==> src/rtl/vi_supervisor_mc_if.sv <==
// Sample stream and threshold bundle feeding the V-I supervisor.
// The ADC side drives (master); the supervisor observes (slave).
interface vi_supervisor_mc_if #(
   parameter int W   = 16,
   parameter int NCH = 2
);
   logic                    sample_valid;
   logic [NCH*W-1:0]        v_in;
   logic [NCH*W-1:0]        i_in;
   logic signed [W-1:0]     v_max;
   logic signed [W-1:0]     v_min;
   logic signed [W-1:0]     i_max;

   modport master (output sample_valid, v_in, i_in, v_max, v_min, i_max);
   modport slave  (input  sample_valid, v_in, i_in, v_max, v_min, i_max);
endinterface

==> src/rtl/vi_supervisor_mc.sv <==
// Multi-channel V-I supervisor: debounced ov/uv/oc trips gate the PID enables,
// with soft-start, bounded retry with back-off, and a hard lockout.
module vi_supervisor_mc #(
   parameter int W             = 16,
   parameter int NCH           = 2,
   parameter int DEBOUNCE      = 4,
   parameter int SOFTSTART_CYC = 256,
   parameter int RETRY_MAX     = 3,
   parameter int RETRY_WAIT    = 1024
) (
   input  logic                   clk,
   input  logic                   rst_n,
   input  logic                   start,
   input  logic                   stop,
   input  logic                   clear_fault,
   vi_supervisor_mc_if.slave      bus,
   output logic                   pid_en,
   output logic                   soft_start,
   output logic                   fault,
   output logic [2:0]             state,
   output logic [NCH-1:0]         fault_ch,
   output logic [2:0]             fault_cause,
   output logic [((RETRY_MAX > 0) ? $clog2(RETRY_MAX+1) : 1)-1:0] retry_cnt
);
   localparam int CW   = $clog2(DEBOUNCE + 1);
   localparam int RW   = (RETRY_MAX > 0) ? $clog2(RETRY_MAX + 1) : 1;
   localparam int TMAX = (SOFTSTART_CYC > RETRY_WAIT) ? SOFTSTART_CYC : RETRY_WAIT;
   localparam int TW   = (TMAX > 1) ? $clog2(TMAX) : 1;
   localparam logic [CW-1:0] DMAX      = CW'(DEBOUNCE);
   localparam logic [RW-1:0] RMAX      = RW'(RETRY_MAX);
   localparam logic [TW-1:0] SOFT_LOAD = TW'(SOFTSTART_CYC - 1);
   localparam logic [TW-1:0] WAIT_LOAD = TW'(RETRY_WAIT - 1);

   typedef enum logic [2:0] {
      IDLE = 3'd0, SOFT = 3'd1, RUN = 3'd2, FAULT = 3'd3, WAIT = 3'd4, LOCKOUT = 3'd5
   } state_t;

   state_t          state_q, state_d;
   logic [TW-1:0]   timer_q, timer_d;
   logic [RW-1:0]   retry_d;
   logic            clr_cnt, clr_sticky, enter_fault;
   logic [NCH-1:0]  ov_raw, uv_raw, oc_raw, ov_trip, uv_trip, oc_trip, trip_ch;
   logic            trip_any, raw_ovoc, ovoc_act, uv_act, hold_all, hold_uv;

   // Counter value after this cycle's sample; trips are judged on it so the
   // tripping sample itself takes effect on the same edge.
   function automatic logic [CW-1:0] deb_next(input logic hold, input logic valid,
                                              input logic cond, input logic [CW-1:0] cur);
      if (hold)   return '0;
      if (!valid) return cur;
      if (!cond)  return '0;
      return (cur == DMAX) ? cur : cur + 1'b1;
   endfunction

   assign ovoc_act = (state_q == SOFT) || (state_q == RUN);
   assign uv_act   = (state_q == RUN);
   assign hold_all = !(state_q inside {SOFT, RUN, FAULT, WAIT});
   assign hold_uv  = hold_all || (state_q == SOFT);

   for (genvar k = 0; k < NCH; k++) begin : g_ch
      logic signed [W-1:0] v_k, i_k;
      logic [CW-1:0]       ov_q, uv_q, oc_q, ov_n, uv_n, oc_n;

      assign v_k       = bus.v_in[k*W +: W];
      assign i_k       = bus.i_in[k*W +: W];
      assign ov_raw[k] = v_k > $signed(bus.v_max);
      assign uv_raw[k] = v_k < $signed(bus.v_min);
      assign oc_raw[k] = i_k > $signed(bus.i_max);
      assign ov_n      = deb_next(hold_all, bus.sample_valid, ov_raw[k], ov_q);
      assign uv_n      = deb_next(hold_uv,  bus.sample_valid, uv_raw[k], uv_q);
      assign oc_n      = deb_next(hold_all, bus.sample_valid, oc_raw[k], oc_q);
      assign ov_trip[k] = ovoc_act && (ov_n == DMAX);
      assign uv_trip[k] = uv_act   && (uv_n == DMAX);
      assign oc_trip[k] = ovoc_act && (oc_n == DMAX);

      always_ff @(posedge clk or negedge rst_n) begin
         if (!rst_n) begin
            ov_q <= '0;
            uv_q <= '0;
            oc_q <= '0;
         end else if (clr_cnt) begin
            ov_q <= '0;
            uv_q <= '0;
            oc_q <= '0;
         end else begin
            ov_q <= ov_n;
            uv_q <= uv_n;
            oc_q <= oc_n;
         end
      end
   end

   assign trip_ch  = ov_trip | uv_trip | oc_trip;
   assign trip_any = |trip_ch;
   assign raw_ovoc = |(ov_raw | oc_raw);

   always_comb begin
      state_d    = state_q;
      timer_d    = timer_q;
      retry_d    = retry_cnt;
      clr_cnt    = 1'b0;
      clr_sticky = 1'b0;
      case (state_q)
         IDLE: if (start && !stop) begin
            state_d = SOFT;
            timer_d = SOFT_LOAD;
            retry_d = '0;
         end
         SOFT: begin
            if (trip_any)             state_d = FAULT;
            else if (stop)            state_d = IDLE;
            else if (timer_q == '0)   state_d = RUN;
            else                      timer_d = timer_q - 1'b1;
         end
         RUN: begin
            if (trip_any)    state_d = FAULT;
            else if (stop)   state_d = IDLE;
         end
         FAULT: begin
            if (retry_cnt < RMAX) begin
               state_d = WAIT;
               timer_d = WAIT_LOAD;
            end else begin
               state_d = LOCKOUT;
            end
         end
         WAIT: begin
            if (stop) begin
               state_d = IDLE;
            end else if (timer_q != '0) begin
               timer_d = timer_q - 1'b1;
            end else if (!raw_ovoc) begin
               state_d = SOFT;
               timer_d = SOFT_LOAD;
               retry_d = retry_cnt + 1'b1;
               clr_cnt = 1'b1;
            end else begin
               timer_d = WAIT_LOAD;
            end
         end
         LOCKOUT: if (clear_fault && !raw_ovoc) begin
            state_d    = IDLE;
            retry_d    = '0;
            clr_sticky = 1'b1;
         end
         default: begin
            state_d    = IDLE;
            timer_d    = '0;
            retry_d    = '0;
            clr_sticky = 1'b1;
         end
      endcase
   end

   assign enter_fault = (state_d == FAULT) && (state_q != FAULT);
   assign state       = state_q;

   // Outputs are registered from state_d so they line up with state_q.
   always_ff @(posedge clk or negedge rst_n) begin
      if (!rst_n) begin
         state_q     <= IDLE;
         timer_q     <= '0;
         retry_cnt   <= '0;
         pid_en      <= 1'b0;
         soft_start  <= 1'b0;
         fault       <= 1'b0;
         fault_ch    <= '0;
         fault_cause <= '0;
      end else begin
         state_q    <= state_d;
         timer_q    <= timer_d;
         retry_cnt  <= retry_d;
         pid_en     <= (state_d == SOFT) || (state_d == RUN);
         soft_start <= (state_d == SOFT);
         fault      <= state_d inside {FAULT, WAIT, LOCKOUT};
         if (clr_sticky) begin
            fault_ch    <= '0;
            fault_cause <= '0;
         end else if (enter_fault) begin
            fault_ch    <= fault_ch | trip_ch;
            fault_cause <= fault_cause | {(|oc_trip), (|uv_trip), (|ov_trip)};
         end
      end
   end
endmodule

==> src/flat_wrapper.sv <==
// flat-port wrapper written by rule: the top's interface ports become plain ports
module vi_supervisor_mc_flat 
#(
   parameter int W             = 16,
   parameter int NCH           = 2,
   parameter int DEBOUNCE      = 4,
   parameter int SOFTSTART_CYC = 256,
   parameter int RETRY_MAX     = 3,
   parameter int RETRY_WAIT    = 1024
)
  (clk, rst_n, start, stop, clear_fault, pid_en, soft_start, fault, state, fault_ch, fault_cause, retry_cnt, bus_sample_valid, bus_v_in, bus_i_in, bus_v_max, bus_v_min, bus_i_max);
  vi_supervisor_mc_if #(.W(W), .NCH(NCH)) bus_i ();
  input  logic clk;
  input  logic rst_n;
  input  logic start;
  input  logic stop;
  input  logic clear_fault;
  output logic pid_en;
  output logic soft_start;
  output logic fault;
  output logic [2:0] state;
  output logic [NCH-1:0] fault_ch;
  output logic [2:0] fault_cause;
  output logic [((RETRY_MAX > 0) ? $clog2(RETRY_MAX+1) : 1)-1:0] retry_cnt;
  input wire logic [$bits(bus_i.sample_valid)-1:0] bus_sample_valid;
  input wire logic [$bits(bus_i.v_in)-1:0] bus_v_in;
  input wire logic [$bits(bus_i.i_in)-1:0] bus_i_in;
  input wire logic [$bits(bus_i.v_max)-1:0] bus_v_max;
  input wire logic [$bits(bus_i.v_min)-1:0] bus_v_min;
  input wire logic [$bits(bus_i.i_max)-1:0] bus_i_max;
  assign bus_i.sample_valid = bus_sample_valid;
  assign bus_i.v_in = bus_v_in;
  assign bus_i.i_in = bus_i_in;
  assign bus_i.v_max = bus_v_max;
  assign bus_i.v_min = bus_v_min;
  assign bus_i.i_max = bus_i_max;
  vi_supervisor_mc #(.W(W), .NCH(NCH), .DEBOUNCE(DEBOUNCE), .SOFTSTART_CYC(SOFTSTART_CYC), .RETRY_MAX(RETRY_MAX), .RETRY_WAIT(RETRY_WAIT)) u_core (.clk(clk), .rst_n(rst_n), .start(start), .stop(stop), .clear_fault(clear_fault), .bus(bus_i), .pid_en(pid_en), .soft_start(soft_start), .fault(fault), .state(state), .fault_ch(fault_ch), .fault_cause(fault_cause), .retry_cnt(retry_cnt));
endmodule
==> config.mk <==
export PLATFORM = sky130hd
export DESIGN_NAME = vi_supervisor_mc_flat
export DESIGN_NICKNAME = d
export VERILOG_FILES = /design/src/rtl/vi_supervisor_mc_if.sv /design/src/rtl/vi_supervisor_mc.sv /design/src/flat_wrapper.sv
export SDC_FILE = /design/constraint.sdc
export NUM_CORES = 1
export LEC_CHECK = 0
export ABC_AREA = 1
export CORE_MARGIN = 2
export CORE_UTILIZATION = 35
export CTS_CLUSTER_DIAMETER = 80
export DETAILED_ROUTE_END_ITERATION = 6
export SYNTH_ARGS = -nofsm -noshare
export SYNTH_HDL_FRONTEND = slang
export SYNTH_SLANG_ARGS = --single-unit
==> constraint.sdc <==
create_clock -name clk -period 1.9 [get_ports clk]
set_input_delay 0.285 -clock clk [delete_from_list [all_inputs] [get_ports clk]]
set_output_delay 0.285 -clock clk [all_outputs]
set_load 0.005 [all_outputs]
==> impl_metrics.py, run 1 <==
metrics = {
    "route": {
        "drc": 0,
        "first_pass_iters": 4,
        "routedWlPerCell_um": 13.9,
        "post_drt_via_cell_ratio": 4.71,
        "drt.antenna.violating_nets": 0,
        "drt_wl_total_um": 17500,
        "drt_first_iter_violations": 221,
        "vias": 5968,
    },
    "sta": {
        "relSlewSlack_pct": 63.1,
        "setup_ws_ns": -0.487,
        "drv_slew": 0,
        "setup_viol": 41,
        "tightest_slew_ns": 0.553,
        "period_needed_ns": 2.39,
        "rsz0062_at_grt": "true",
        "hold_violations": 0,
        "max_freq_mhz": 419,
        "fin_crit_sh_pct": 126,
        "setup_tns_ns": -14.09,
        "final.setup_skew_ns": 0.00399,
    },
    "floorplan": {
        "start_util_pct": 35.6,
        "row_count": 45,
        "die_y_um": 128,
        "die_w_um": 128,
        "core_um2": 15100,
        "die_area_um2": 16400,
        "io_pins": 131,
    },
    "cells_and_area": {
        "multi_input_area_um2": 5440,
        "fillers": 1246,
        "drive_above_1_share_pct": 55.4,
        "stdcell_count": 1266,
        "final_nets": 1303,
        "synthToLayoutAreaGrowth_pct": 82.5,
        "seqCellArea_um2": 1030,
        "diodes": 0,
        "fin_area_um2": 9830,
    },
    "synth": {
        "synth-edff-count": 0,
        "synth_top_family_by_area": "simple AND/OR/NAND/NOR gates",
        "synth_top_area_share_pct": 25.1,
        "synthCells": 793,
        "synth_xor_area_share_pct": 2.28,
        "ys_warn_count": 0,
        "yosysSeqAreaShare_pct": 19.0,
        "synth.avg_cell_area_um2": 6.79,
        "synth.most_common_cell": "nand2_1",
        "yosys.area_share.simple_pct": 28.8,
        "synthAdderAreaFrac_pct": 25.1,
        "async_flop_share_pct": 100,
        "synth-seq-cells": 41,
        "yosysUniqueCellTypes": 41,
        "yosys.area.top_type": "ha_1",
        "syn_area_um2": 5390,
        "ys.flop_type": "dfrtp_1",
        "yosys-top-cells-area": "ha_1 (25%), dfrtp_1 (19%), nand2_1 (13%), inv_1 (11%), a21oi_1 (4.6%)",
        "synth_compound_area_share_pct": 11.5,
        "synth.mux.area_fraction_pct": 0.418,
        "syn-num-nets": 1019,
        "synth_commonest_cells": "nand2_1 (189), inv_1 (163), ha_1 (108), nor2_1 (65), a21oi_1 (50)",
    },
    "power_and_ir_drop": {
        "pwr-share-seq_pct": 24.1,
        "vdd.ir_drop.worst_mv": 0.373,
        "switchingPower_mw": 1.61,
        "clockPowerShare_pct": 20.7,
        "power_frac_comb_pct": 55.2,
        "p_leak_nw": 4.99,
        "p_sw_share_pct": 36.8,
        "cellPowerDensity_nw_per_um2": 444,
        "p_int_mw": 2.76,
        "total_power_mw": 4.37,
    },
    "run_status": {
        "violations": "setup timing",
        "status": "finished, violations left",
    },
    "clocking": {
        "cts_tree": "done",
        "path_clk_slew_ns": 0.06,
        "htreeDepth": 2,
        "worstSkewPairLatency_ns": 0.28,
        "root_buffer": "clkbuf_16",
        "clockBufferDepth": 2,
        "holdBufCountCts": 0,
        "numCtsBuffers": 5,
        "clock-sinks": 41,
    },
    "setup_path": {
        "cp_data_arrival_time_ns": 2.56,
        "worst_setup_path_end_kind": "register",
        "start_kind": "primary input",
        "cp_top_family": "buffers and inverters",
        "cpPeakStageDelay_ns": 0.52,
        "path_cells": "clkdlybuf4s50_1 -> buf_12 -> nand2_1 -> xor2_1 -> nand3_1 -> a21oi_1 -> nand3_4 -> nand2_2 -> a21oi_2 -> nand3_2 -> nand2_2 -> nand3_4 -> clkbuf_16 -> o21ai_2",
        "crit_fanout": 19,
        "worstRegToRegCells": 14,
        "path_buf_inv": 3,
        "cp_data_required_time_ns": 2.07,
        "worst-path-stages": 14,
        "path_class": "in -> reg",
        "crit_slowest_cell": "clkdlybuf4s50_1",
    },
    "grt": {
        "grt_antenna_before_repair": 0,
        "grt_pass1_vias": 6137,
        "grt_pass1_wl_um": 27700,
        "grt_use_total_pct": 20.7,
        "gr-total-overflow": 0,
        "grt_max_degree": 42,
    },
    "place": {
        "placed_area_um2": 8170,
        "dp_hpwl_um": 12600,
        "dp_cells": 1218,
        "gp_congestion": 0.813,
        "port-buffer-count": 130,
    },
    "job": {
        "maxCapViolations": 0,
    },
    "worst_hold_path": {
        "min_path_type": "in -> async",
    },
}
## cell families after synthesis
group | after synthesis
buffers and inverters | 175
and+or+nand+nor | 351
muxes | 2
AOI/OAI and AO/OA | 102
xor gates and xnor gates | 14
adders and majority gates | 108
DFF | 41
## state kept, by name, indices dropped and copies added, names as in the netlist
| register | cells |
|---|---|
| u_core.pid_en | 1 |
| u_core.fault | 1 |
| u_core.fault_ch | 2 |
| u_core.g_ch.ov_q | 6 |
| u_core.retry_cnt | 2 |
| u_core.state | 3 |
| u_core.soft_start | 1 |
| u_core.timer_q | 10 |
| u_core.g_ch.oc_q | 6 |
| u_core.g_ch.uv_q | 6 |
| u_core.fault_cause | 3 |
## cell type report
class	instances	area share, %
clock buffer	7	1.55
clock inverter	1	0.0509
inverter	167	7.01
multi-input combinational	577	55.3
sequential	41	10.5
tap	188	2.39
timing repair buffer	284	23.2
timing repair inverter	1	0.0763
## power groups by stage
stage          clock [mW]  sequential [mW]  combinational [mW]
6_report            0.904             1.05                2.41
5_1_grt             0.968             1.07                2.65
4_1_cts             0.918             1.04                2.16
3_5_place_dp            0             1.06                1.80
3_3_place_gp            0             1.06                1.78
2_1_floorplan           0             1.06               0.934
## cell usage in the layout, fill, tap and decap left out, types with 3 or more instances in the layout
| cell | count |
|---|---|
| clkdlybuf4s15_2 | 5 |
| a21oi_1 | 19 |
| buf_6 | 25 |
| dlygate4sd2_1 | 8 |
| nand4_1 | 14 |
| nor2_2 | 12 |
| nand3_2 | 16 |
| o21ai_1 | 9 |
| nand2_2 | 59 |
| xor2_1 | 9 |
| nor2_1 | 41 |
| buf_2 | 34 |
| xnor2_1 | 5 |
| ha_1 | 30 |
| clkbuf_16 | 6 |
| a21oi_4 | 7 |
| nand3_4 | 9 |
| buf_12 | 3 |
| ha_2 | 4 |
| nor2_4 | 15 |
| o211ai_1 | 3 |
| o21ai_0 | 6 |
| buf_4 | 135 |
| inv_4 | 11 |
| o21ai_2 | 19 |
| clkdlybuf4s15_1 | 17 |
| o21a_1 | 3 |
| dfrtp_1 | 38 |
| nand2_4 | 27 |
| inv_6 | 3 |
| nor3_1 | 7 |
| ha_4 | 74 |
| clkdlybuf4s50_1 | 17 |
| nand3_1 | 25 |
| dfrtp_2 | 3 |
| nand2_1 | 117 |
| a21oi_2 | 27 |
| clkbuf_2 | 35 |
| inv_2 | 46 |
| inv_1 | 105 |
## repair_timing
item | 4_1_cts | 5_1_grt
setup buffers | 27 | 10
setup endpoints to repair | 41 | 41
resized for setup | 494 | 188
cloned | 3 | 1
pin swaps | 147 | 126
## per-layer routing
layer / track usage (%) / wire length [um]
met4: 3.10 / 219
met2: 38.8 / 8950
met1: 26.0 / 7780
met3: 2.00 / 586
met5: 0 / 0
## through the flow
| stage | setup WS [ns] | hold slack (ns) | util (%) |
|---|---|---|---|
| after floorplan | -0.185 | -0.0106 | - |
| after CTS | -0.351 | 0.0972 | 62.1 |
| after detailed placement | -1.12 | 0.395 | 54.0 |
| after global placement | -1.05 | 0.389 | 54.0 |
| after global routing | -0.578 | 0.118 | 64.9 |
| final | -0.487 | 0.0592 | 64.9 |
## final timing paths
kind | end | start | slack [ns]
min in group clk | u_core.fault_ch[0] | u_core.fault_ch[0] | 0.50
worst max-delay path | u_core.timer_q[3] | bus_sample_valid | -0.49
worst max register to register | u_core.timer_q[3] | u_core.state[0] | -0.47
worst min-delay path | u_core.timer_q[2] | rst_n | 0.06
max in group asynchronous | u_core.state[0] | rst_n | 1.43
worst min register to register | u_core.fault_ch[0] | u_core.fault_ch[0] | 0.50
Power figures use the tool's default switching activity.
==> run 2: changes to the inputs <==
--- a/config.mk
+++ b/config.mk
@@ -10,6 +10,7 @@
 export CORE_UTILIZATION = 35
 export CTS_CLUSTER_DIAMETER = 80
 export DETAILED_ROUTE_END_ITERATION = 6
+export SLEW_MARGIN = 10
 export SYNTH_ARGS = -nofsm -noshare
 export SYNTH_HDL_FRONTEND = slang
 export SYNTH_SLANG_ARGS = --single-unit
==> results of run 2 <==
No change in the layout: final DEF, timing and power equal those of run 1.
==> run 3: changes to the inputs <==
--- a/config.mk
+++ b/config.mk
@@ -6,6 +6,7 @@
 export NUM_CORES = 1
 export LEC_CHECK = 0
 export ABC_AREA = 1
+export ABC_CLOCK_PERIOD_IN_PS = 1900
 export CORE_MARGIN = 2
 export CORE_UTILIZATION = 35
 export CTS_CLUSTER_DIAMETER = 80
==> results of run 3 <==
No change in the layout: final DEF, timing and power equal those of run 1.
==> patch (flow settings as in run 3) <==
Add an input register stage for `start`, `stop` and `clear_fault`, cleared by the reset; this delays them by one clock. The other inputs are not delayed to match.
--- a/src/rtl/vi_supervisor_mc.sv
+++ b/src/rtl/vi_supervisor_mc.sv
@@ -37,2 +37,18 @@
 
+   logic start_q;
+   logic stop_q;
+   logic clear_fault_q;
+
+   always_ff @(posedge clk or negedge rst_n) begin
+      if (!rst_n) begin
+         start_q       <= '0;
+         stop_q        <= '0;
+         clear_fault_q <= '0;
+      end else begin
+         start_q       <= start;
+         stop_q        <= stop;
+         clear_fault_q <= clear_fault;
+      end
+   end
+
    state_t          state_q, state_d;
@@ -103,3 +119,3 @@
       case (state_q)
-         IDLE: if (start && !stop) begin
+         IDLE: if (start_q && !stop_q) begin
             state_d = SOFT;
@@ -110,3 +126,3 @@
             if (trip_any)             state_d = FAULT;
-            else if (stop)            state_d = IDLE;
+            else if (stop_q)            state_d = IDLE;
             else if (timer_q == '0)   state_d = RUN;
@@ -116,3 +132,3 @@
             if (trip_any)    state_d = FAULT;
-            else if (stop)   state_d = IDLE;
+            else if (stop_q)   state_d = IDLE;
          end
@@ -127,3 +143,3 @@
          WAIT: begin
-            if (stop) begin
+            if (stop_q) begin
                state_d = IDLE;
@@ -140,3 +156,3 @@
          end
-         LOCKOUT: if (clear_fault && !raw_ovoc) begin
+         LOCKOUT: if (clear_fault_q && !raw_ovoc) begin
             state_d    = IDLE;
Function: changed (a bounded check fails within 4 cycles, from zero or initial values and one cycle with rst_n low).
==> patch against run 3 <==
The flow still finishes with violations (negative setup slack); sequential share of layout area grew 0.86 points; worst setup slack gained 0.033 ns; synthesized cell count shrank 5.7%; total power grew 2.4%; first-iteration DRC count shrank 12%; routed wire length shrank 2.0%; sequential cell count grew 3; area after synthesis shrank 2.2%; combinational power is essentially flat; design area shrank 1.2%.
==> patch: results (changes against run 3) <==
Outcome
  – Outcome: finished with violations (unchanged)
  – Failing checks: negative setup slack (unchanged)

Cells and area
  – P&R area growth vs syn: 84.3% (was 82.5%)
  – Non-clk bufs: 281 (was 284)
  – Non-clock buffer share of cell area: 0.226 (was 0.232)
  – Share of layout cells above drive strength 1: 0.584 (was 0.554)
  – Fill cells: 1148 (was 1246)

Drt
  – Iter 0 DRT Violations: 194 (was 221)
  – Met2 WL: 8840 um (was 8950 um)

Synthesis
  – Post-synthesis mux area share: 0 (was 0.00418)
  – Syn_area_per_cell: 7.05 um2 (was 6.79 um2)
  – Top post-synthesis cells by count: nand2_1 (197), inv_1 (128), ha_1 (108) (was nand2_1 (189), inv_1 (163), ha_1 (108))

Timing
  – Setup ws final: -0.454 ns (was -0.487 ns)
  – Setup violators final: 41 (unchanged)
  – Slew HR: 0.526 (was 0.631)
  – Setup TNS: -12.38 ns (was -14.09 ns)

Global routing
  – First-pass GRT wire length: 26700 um (was 27700 um)
  – Largest net degree at the start of global routing: 27 (was 42)
  – Gr usage total: 0.198 (was 0.207)

Setup path
  – Delay-heaviest family, CP: simple AND/OR/NAND/NOR gates (was buffers and inverters)
  – Crit-path max cell delay: 0.29 ns (was 0.52 ns)

Place
  – Dpl cells: 1162 (was 1218)
  – Place WS: -1.18 ns (was -1.12 ns)

Power and ir drop
  – Seq group: 1.17 mW (was 1.05 mW)

Hold path
  – Hold WC Path Type: input pin to flop (was input pin to asynchronous set/reset pin)
[patch: cell types whose count changed in the layout (fill, tap and decap cells not counted), moves of 6 or more]
cell,delta
dlygate4sd2_1,+11
nor2_1,-10
inv_2,+8
o21ai_2,-8
buf_4,-6
nand2_2,+13
inv_1,-38
nand2_4,-6
nand4_1,-6
dfrtp_1,+6
[patch: final timing paths]
check | to | cells past startpoint | start | slack (ns)
worst max-delay path | u_core.timer_q[4]$_DFFE_PN0P_ | 18 | bus_v_max[13] | -0.45
worst min-delay path | u_core.start_q$_DFF_PN0_ | 1 | start | 0.43
worst max register to register | u_core.timer_q[4]$_DFFE_PN0P_ | 16 | u_core.state[0]$_DFF_PN0_ | -0.44
worst min register to register | u_core.fault_cause[0]$_DFFE_PN0P_ | 2 | u_core.fault_cause[0]$_DFFE_PN0P_ | 0.51
max in group asynchronous | u_core.g_ch[0].ov_q[0]$_DFF_PN0_ | 3 | rst_n | 0.91
min in group asynchronous | u_core.fault_cause[1]$_DFFE_PN0P_ | 2 | rst_n | 0.48
